### config.mk
export PLATFORM = sky130hd
export DESIGN_NAME = csr_trap_sequencer
export DESIGN_NICKNAME = d
export VERILOG_FILES = /design/src/rtl/csr_trap_sequencer.sv
export SDC_FILE = /design/constraint.sdc
export NUM_CORES = 1
export LEC_CHECK = 0
export BUFFER_PORTS_ARGS = -buffer_cell sky130_fd_sc_hd__buf_2
export CORE_MARGIN = 10
export CORE_UTILIZATION = 53
export CTS_CLUSTER_DIAMETER = 120
export CTS_CLUSTER_SIZE = 20
export DETAILED_ROUTE_END_ITERATION = 10
export GPL_ROUTABILITY_DRIVEN = 0
export PLACE_DENSITY = 0.83
export SYNTH_ARGS = -nofsm -noshare
export SYNTH_HDL_FRONTEND = slang
export SYNTH_SLANG_ARGS = --single-unit
### constraint.sdc
create_clock -name clk -period 11.55 [get_ports clk]
set_clock_uncertainty 0.15 [all_clocks]
set_input_delay 0.5775 -clock clk [delete_from_list [all_inputs] [get_ports clk]]
set_output_delay 0.5775 -clock clk [all_outputs]
set_load 0.03 [all_outputs]
### src/rtl/csr_trap_sequencer.sv
// Sequences CSR-file accesses for trap entry (mepc, mcause, mtvec) and mret,
// and passes single-cycle instruction CSR accesses through while idle.
// CSR access encoding: 2'b00 read-only, 2'b01 write, 2'b10 set, 2'b11 clear.
module csr_trap_sequencer #(
   parameter logic [11:0] MEPC_ADDR   = 12'h341,
   parameter logic [11:0] MCAUSE_ADDR = 12'h342,
   parameter logic [11:0] MTVEC_ADDR  = 12'h305
) (
   input  logic        clk,
   input  logic        reset,
   input  logic        inst_req,
   input  logic [11:0] inst_number,
   input  logic [1:0]  inst_access_type,
   input  logic [31:0] inst_in,
   output logic        inst_ready,
   output logic [31:0] inst_rdata,
   input  logic        trap_req,
   input  logic [31:0] trap_pc,
   input  logic [31:0] trap_cause,
   output logic        trap_ack,
   output logic [31:0] trap_target,
   input  logic        mret_req,
   output logic        mret_ack,
   output logic [31:0] mret_target,
   output logic [11:0] csr_number,
   output logic [1:0]  csr_access_type,
   output logic [31:0] csr_in,
   input  logic [31:0] csr_out,
   output logic        busy
);

   localparam logic [1:0] CSR_READ_ONLY = 2'b00;
   localparam logic [1:0] CSR_WRITE     = 2'b01;

   typedef enum logic [2:0] {
      IDLE    = 3'd0,
      T_EPC   = 3'd1,
      T_CAUSE = 3'd2,
      T_VEC   = 3'd3,
      M_EPC   = 3'd4
   } state_t;

   state_t      state_reg, state_next;
   logic [31:0] pc_reg, pc_next;
   logic [31:0] cause_reg, cause_next;
   logic [31:0] trap_target_reg, trap_target_next;
   logic [31:0] mret_target_reg, mret_target_next;
   logic [31:0] vec_base;
   logic [31:0] vec_offset;

   assign vec_base   = {csr_out[31:2], 2'b00};
   assign vec_offset = {cause_reg[29:0], 2'b00};
   assign inst_rdata = csr_out;
   assign busy       = (state_reg != IDLE);

   always_ff @(posedge clk or posedge reset) begin
      if (reset) begin
         state_reg       <= IDLE;
         pc_reg          <= '0;
         cause_reg       <= '0;
         trap_target_reg <= '0;
         mret_target_reg <= '0;
      end else begin
         state_reg       <= state_next;
         pc_reg          <= pc_next;
         cause_reg       <= cause_next;
         trap_target_reg <= trap_target_next;
         mret_target_reg <= mret_target_next;
      end
   end

   always_comb begin
      state_next       = state_reg;
      pc_next          = pc_reg;
      cause_next       = cause_reg;
      trap_target_next = trap_target_reg;
      mret_target_next = mret_target_reg;
      csr_number       = inst_number;
      csr_access_type  = CSR_READ_ONLY;
      csr_in           = '0;
      inst_ready       = 1'b0;
      trap_ack         = 1'b0;
      mret_ack         = 1'b0;

      case (state_reg)
         IDLE: begin
            if (trap_req) begin
               pc_next    = trap_pc;
               cause_next = trap_cause;
               state_next = T_EPC;
            end else if (mret_req) begin
               state_next = M_EPC;
            end else if (inst_req) begin
               csr_access_type = inst_access_type;
               csr_in          = inst_in;
               inst_ready      = 1'b1;
            end
         end
         T_EPC: begin
            csr_number      = MEPC_ADDR;
            csr_access_type = CSR_WRITE;
            csr_in          = pc_reg;
            state_next      = T_CAUSE;
         end
         T_CAUSE: begin
            csr_number      = MCAUSE_ADDR;
            csr_access_type = CSR_WRITE;
            csr_in          = cause_reg;
            state_next      = T_VEC;
         end
         T_VEC: begin
            csr_number = MTVEC_ADDR;
            // Vectored mode only offsets asynchronous interrupts; exceptions use the base.
            if (csr_out[1:0] == 2'b01 && cause_reg[31])
               trap_target_next = vec_base + vec_offset;
            else
               trap_target_next = vec_base;
            trap_ack   = 1'b1;
            state_next = IDLE;
         end
         M_EPC: begin
            csr_number       = MEPC_ADDR;
            mret_target_next = vec_base;
            mret_ack         = 1'b1;
            state_next       = IDLE;
         end
         default: state_next = IDLE;
      endcase

      // Targets are visible in the ack cycle itself, then held by the register.
      trap_target = (state_reg == T_VEC) ? trap_target_next : trap_target_reg;
      mret_target = (state_reg == M_EPC) ? mret_target_next : mret_target_reg;

      if (reset) begin
         inst_ready      = 1'b0;
         csr_access_type = CSR_READ_ONLY;
      end
   end

endmodule

==> flow_metrics.tcl, run 1 <==
set metrics [dict create \
    htreeDepth 4 \
    fin_cells 1166 \
    clk_latency_ns 0.42 \
    die-area_um2 19190 \
    synth.distinct_cells 55 \
    ir_drop_v 0.0002290 \
    drc_errors 0 \
    cts_tree "built" \
    ys.flop_type "dfrtp_1" \
    viasPerCell 5.764 \
    routedWlPerCell_um 20.67 \
    crit_path_max_incr_delay_ns 0.46 \
    placedCellCount 1133 \
    maxCapViolations 0 \
    cts_hold_buf 0 \
    required_ns 10.82 \
    grt_first_pass_wirelength_um 37670 \
    port_buffers 292 \
    grt-ovfl-total 0 \
    vias 6721 \
    yosys.area.top_type "dfrtp_1" \
    syn2layout_area_growth_pct 27.26 \
    p_per_area_nw_per_um2 341.9 \
    yosysMostFrequentCell "dfrtp_1" \
    cp.arrival_ns 3.71 \
    endpoint_kind "output port" \
    ys_seq_elements 131 \
    start_util_pct 53.87 \
    die_w_um 138.5 \
    crit_fanout 4 \
    synth_commonest_cells "dfrtp_1, mux2_2, nand2_1" \
    dr.pass1.iters 8 \
    antenna_found_initial 1 \
    finalWorstPathRequiredPeriod_ns 4.438 \
    cp_slowest_cell "dfrtp_1" \
    drt_iter0_markers 708 \
    drive_gt1_share_pct 44.47 \
    synth-edff-count 0 \
    yosys_warnings 0 \
    syn_area_um2 7448 \
    finalCritPeriodShare_pct 38.43 \
    worst_slew_pin_slew_ns 0.8704 \
    clk_path_buf_depth 2 \
    clock_tree.root_cell "clkbuf_16" \
    die_y_um 138.5 \
    core_area_um2 13830 \
    async_flop_share_pct 100.0 \
    rows 43 \
    grt_pass1_vias 6848 \
    path_clk_slew_ns 0.06 \
    synthesis.nets 897 \
    cts_buffers 17 \
    status "complete, no violations" \
    total_power_w 0.003240 \
    slew_violations 0 \
    relSlewSlack_pct 41.56 \
    cts.sinks 131 \
    rsz0062_at_grt "no" \
    timing_hold_violations_final 0 \
    worstSetupPathType "flop to output port" \
    grt_max_degree 69 \
    cts_setup_buffers 0 \
    final_nets 1149 \
    crit_path_start_kind "flop" \
    setup_tns_ns 0 \
    ys_seq_area_share_pct 44.01 \
    wl_um 24100 \
    syn_avg_cell_area_um2 10.34 \
    leakagePower_nw 4.841 \
    grt_usage_pct 24.13 \
    path_buf_inv 1 \
    dp_hpwl_um 18380 \
    path_cells "ha_1 -> fa_1 -> a21o_1 -> a21o_1 -> a21boi_0 -> o221a_2 -> a211oi_2 -> nor2_1 -> o21ai_0 -> xnor2_1 -> o21ai_0 -> buf_2" \
    hp-class "input pin to async pin" \
    path_delay_family "compound AO/OA/AOI/OAI gates" \
    synth_top_area_share_pct 44.01 \
    max_freq_mhz 225.3 \
    io_pins 293 \
    setup_viol 0 \
    synthTopCellsByArea "dfrtp_1, mux2_2, ha_1" \
    ant_nets 0 \
    netlist_instances 720 \
    postCtsResizedCells 0 \
]
[power by group]
part           switching (W)  leakage (nW)  internal [W]
registers           0.000148          1.57      0.000682
logic                0.00118          2.96      0.000653
clock network       0.000196         0.309      0.000379
[worst paths after layout]
| kind | cells after the start | slack, ns | to | start |
|---|---|---|---|---|
| setup / recovery | 12 | 7.11 | trap_target[26] | cause_reg[0] |
| hold / removal | 2 | 0.10 | cause_reg[30] | reset |
| setup reg to reg | 11 | 8.26 | trap_target_reg[26] | cause_reg[0] |
| hold reg to reg | 2 | 0.33 | trap_target_reg[10] | trap_target_reg[10] |
| max in group asynchronous | 3 | 9.87 | mret_target_reg[20] | reset |
| min in group clk | 2 | 0.23 | state_reg[2] | trap_req |
[per-stage QoR]
step / util, % / area, um^2 / hold WS (ns) / setup WS [ns]
after floorplan: - / 7448 / 0.3296 / 6.853
after global placement: 63.99 / 8847 / 0.3147 / 7.546
after detailed placement: 63.99 / 8847 / 0.3284 / 7.461
after CTS: 68.54 / 9477 / 0.1349 / 7.201
after global routing: 68.55 / 9479 / 0.1430 / 6.967
final: 68.55 / 9479 / 0.1021 / 7.112
[cell families after synthesis]
| family | count (synthesis) | synth area share [%] |
|---|---|---|
| XOR/XNOR | 20 | 2.352 |
| flip-flops | 131 | 44.01 |
| multiplexers | 98 | 14.75 |
| AO/OA/AOI/OAI | 178 | 16.78 |
| buffers and inverters | 112 | 7.358 |
| adder cells (fa/ha/maj) | 30 | 5.140 |
| AND/OR/NAND/NOR | 151 | 9.609 |
[routing by layer]
| metal | part of all wire [%] | track usage [%] | vias to the layer above | wire length [um] |
|---|---|---|---|---|
| li1 | - | - | 3099 | - |
| met1 | 41 | 30.19 | 3252 | 9891 |
| met2 | 48 | 38.68 | 339 | 11510 |
| met3 | 9.5 | 8.185 | 31 | 2297 |
| met4 | 1.7 | 7.103 | 0 | 401 |
| met5 | 0 | 0 | - | 0 |
[cells in the final DEF, fill, tap and decap left out, types with 3 or more instances in the layout]
cell / count
a2111oi_0: 3
a211oi_1: 5
a21o_1: 15
a21oi_1: 46
a222oi_1: 32
a22oi_1: 8
a31oi_1: 10
and2_1: 6
and3_1: 3
buf_2: 292
buf_4: 8
bufinv_16: 4
clkbuf_1: 4
clkbuf_16: 17
clkbuf_8: 3
dfrtp_1: 131
ha_1: 29
inv_1: 43
mux2_2: 94
mux2i_1: 4
nand2_1: 49
nand2b_1: 3
nand3_1: 5
nand4_1: 5
nor2_1: 40
nor2b_1: 11
nor3_1: 9
nor3b_1: 4
o21ai_0: 30
o21ai_1: 5
or2_2: 6
or3_1: 3
xnor2_1: 13
xor2_1: 7
[final cells by class]
type / count / area, um^2
flip-flops and latches: 131 / 3278
multi-input cells: 477 / 3649
clock inverters: 8 / 147.6
fillers: 1045 / 4348
inverters: 45 / 173.9
well taps: 180 / 225.2
repair buffers: 300 / 1521
clock buffers: 24 / 481.7
diodes: 1 / 2.502
Note: power is estimated with default switching activity, not from simulation.
==> run 2, diff against run 1 <==
--- a/config.mk
+++ b/config.mk
@@ -7,12 +7,12 @@
 export LEC_CHECK = 0
 export BUFFER_PORTS_ARGS = -buffer_cell sky130_fd_sc_hd__buf_2
 export CORE_MARGIN = 10
-export CORE_UTILIZATION = 53
+export CORE_UTILIZATION = 50
 export CTS_CLUSTER_DIAMETER = 120
 export CTS_CLUSTER_SIZE = 20
 export DETAILED_ROUTE_END_ITERATION = 10
 export GPL_ROUTABILITY_DRIVEN = 0
-export PLACE_DENSITY = 0.83
+export PLACE_DENSITY = 0.79
 export SYNTH_ARGS = -nofsm -noshare
 export SYNTH_HDL_FRONTEND = slang
 export SYNTH_SLANG_ARGS = --single-unit
==> constraint.sdc (replaced) <==
create_clock -name clk -period 4.3 [get_ports clk]
set_clock_uncertainty 0.15 [all_clocks]
set_input_delay 0.215 -clock clk [delete_from_list [all_inputs] [get_ports clk]]
set_output_delay 0.215 -clock clk [all_outputs]
set_load 0.03 [all_outputs]
==> flow_metrics.tcl, run 2 (synthesis gave the netlist of run 1 again) <==
set metrics [dict create \
    status "complete, no violations" \
    cts_setup_buffers 0 \
    die-area_um2 20180 \
    grt_pass1_vias 7479 \
    timing_hold_violations_final 0 \
    cts_tree "built" \
    total_power_w 0.008769 \
    grt-ovfl-total 0 \
    endpoint_kind "output port" \
    setup_ws_ns 0.3380 \
    wl_um 26600 \
    worstSetupPathType "input pin to output port" \
    p_per_area_nw_per_um2 842.1 \
    max_freq_mhz 252.4 \
    antenna_found_initial 1 \
    rsz0062_at_grt "no" \
    clk_latency_ns 0.43 \
    relSlewSlack_pct 22.69 \
    required_ns 3.93 \
    r2r_slack_ns 1.14 \
    cp.arrival_ns 3.60 \
    drc_errors 0 \
    reg2reg_depth 11 \
    final_nets 1244 \
    hold_path_end "mret_target_reg[15]" \
    port_buffers 292 \
    hp-start "csr_out[15]" \
    clk_path_buf_depth 2 \
    core_area_um2 14590 \
    r2r_start "cause_reg[0]" \
    worst_slew_pin_slew_ns 1.153 \
    fill_cells 1045 \
    crit_fanout 4 \
    rows 44 \
    reg2reg_to "trap_target_reg[28]" \
    cts.sinks 131 \
    finalWorstPathRequiredPeriod_ns 3.962 \
    ir_drop_v 0.0004734 \
    setup_tns_ns 0 \
    min_delay_path_depth 2 \
    leakagePower_nw 5.212 \
    layout_common_cells "buf_2, dfrtp_1, dlygate4sd3_1, mux2_2, nand2_1" \
    register_area_um2 3278 \
    final_common_cell "buf_2" \
    die_w_um 142.1 \
    grt_max_degree 87 \
    path_clk_slew_ns 0.06 \
    die_y_um 142.1 \
    htreeDepth 4 \
    final_util_pct 71.37 \
    ant_nets 0 \
    finalCritPeriodShare_pct 92.14 \
    dp_hpwl_um 18400 \
    hp-class "input pin to flop" \
    multiInputGateArea_um2 3650 \
    vias 7254 \
    dr.pass1.iters 7 \
    viasPerCell 5.730 \
    routedWlPerCell_um 21.01 \
    start_util_pct 51.05 \
    syn2layout_area_growth_pct 39.80 \
    crit_path_start_kind "input pin" \
    grt_first_pass_wirelength_um 41520 \
    clock_tree.root_cell "clkbuf_16" \
    setup_viol 0 \
    place_ws_ns 0.9277 \
    drive_gt1_share_pct 40.83 \
    cts_buffers 17 \
    drt_iter0_markers 708 \
    slew_violations 0 \
    maxCapViolations 0 \
    grt_usage_pct 25.82 \
    io_pins 293 \
]
run 2: cell types whose count changed in the layout (fill, tap and decap cells not counted), moves of 2 or more:
cell,previous run,this run
buf_4,8,6
dlygate4sd3_1,0,96
clkbuf_1,4,1
clkinvlp_4,0,4
bufinv_16,4,2
run 2: report_power, final:
group | total (W) | leakage, nW | internal, W | switching, W
combinational | 0.00507 | 3.37 | 0.00182 | 0.00325
sequential | 0.00225 | 1.57 | 0.00183 | 0.000421
clock | 0.00144 | 0.278 | 0.000884 | 0.000561
total | 0.00877 | 5.21 | 0.00454 | 0.00423
run 2: worst max path at each step:
stage / startpoint / to / slack, ns / depth (start not counted)
2_1_floorplan: reset / csr_access_type[1] / 0.33 / 2
3_3_place_gp: cause_reg[0] / trap_target[28] / 1.0 / 12
3_5_place_dp: cause_reg[0] / trap_target[28] / 0.93 / 12
4_1_cts: csr_out[2] / trap_target[24] / 0.38 / 14
5_1_grt: csr_out[2] / trap_target[24] / 0.18 / 14
6_report: csr_out[2] / trap_target[24] / 0.34 / 14
run 2: metal layers:
layer  track usage [%]  vias to the layer above  part of all wire, %
met1             31.30                     3523                   40
met4             11.03                        0                  2.9
li1                  -                     3298                    -
met3             6.809                       53                  8.9
met2             42.41                      380                   49
met5                 0                        -                    0
run 2: worst max-delay path: stages:
cell and delay [ns]:
dlygate4sd3_1 0.54, buf_2 0.15, ha_1 0.24, fa_1 0.41, a21o_1 0.20, a21o_1 0.18, a21boi_0 0.18, o221a_2 0.26
a211oi_2 0.10, o211a_1 0.27, o21ai_0 0.23, nand3b_1 0.14, a31oi_1 0.23, buf_2 0.25
run 2: layout make-up:
class,instances,share of cell area [%]
well taps,184,2.211
multi-input cells,477,35.05
flip-flops and latches,131,31.48
clock inverters,12,1.262
diodes,2,0.04807
repair buffers,395,23.89
inverters,45,1.670
clock buffers,20,4.386
run 2: through the flow:
step	cell area, um^2	hold WS [ns]	cells
2_1_floorplan	7448	0.1353	720
3_3_place_gp	8859	0.2920	1136
3_5_place_dp	8859	0.2886	1136
4_1_cts	10410	0.02240	1264
5_1_grt	10410	0.04060	1265
6_report	10410	0.02972	1266
run 2: repair_timing:
| item | CTS | global route |
|---|---|---|
| endpoints found under the hold margin | 192 | 0 |
| resized for setup | 0 | 0 |
| hold buffers | 96 | 0 |
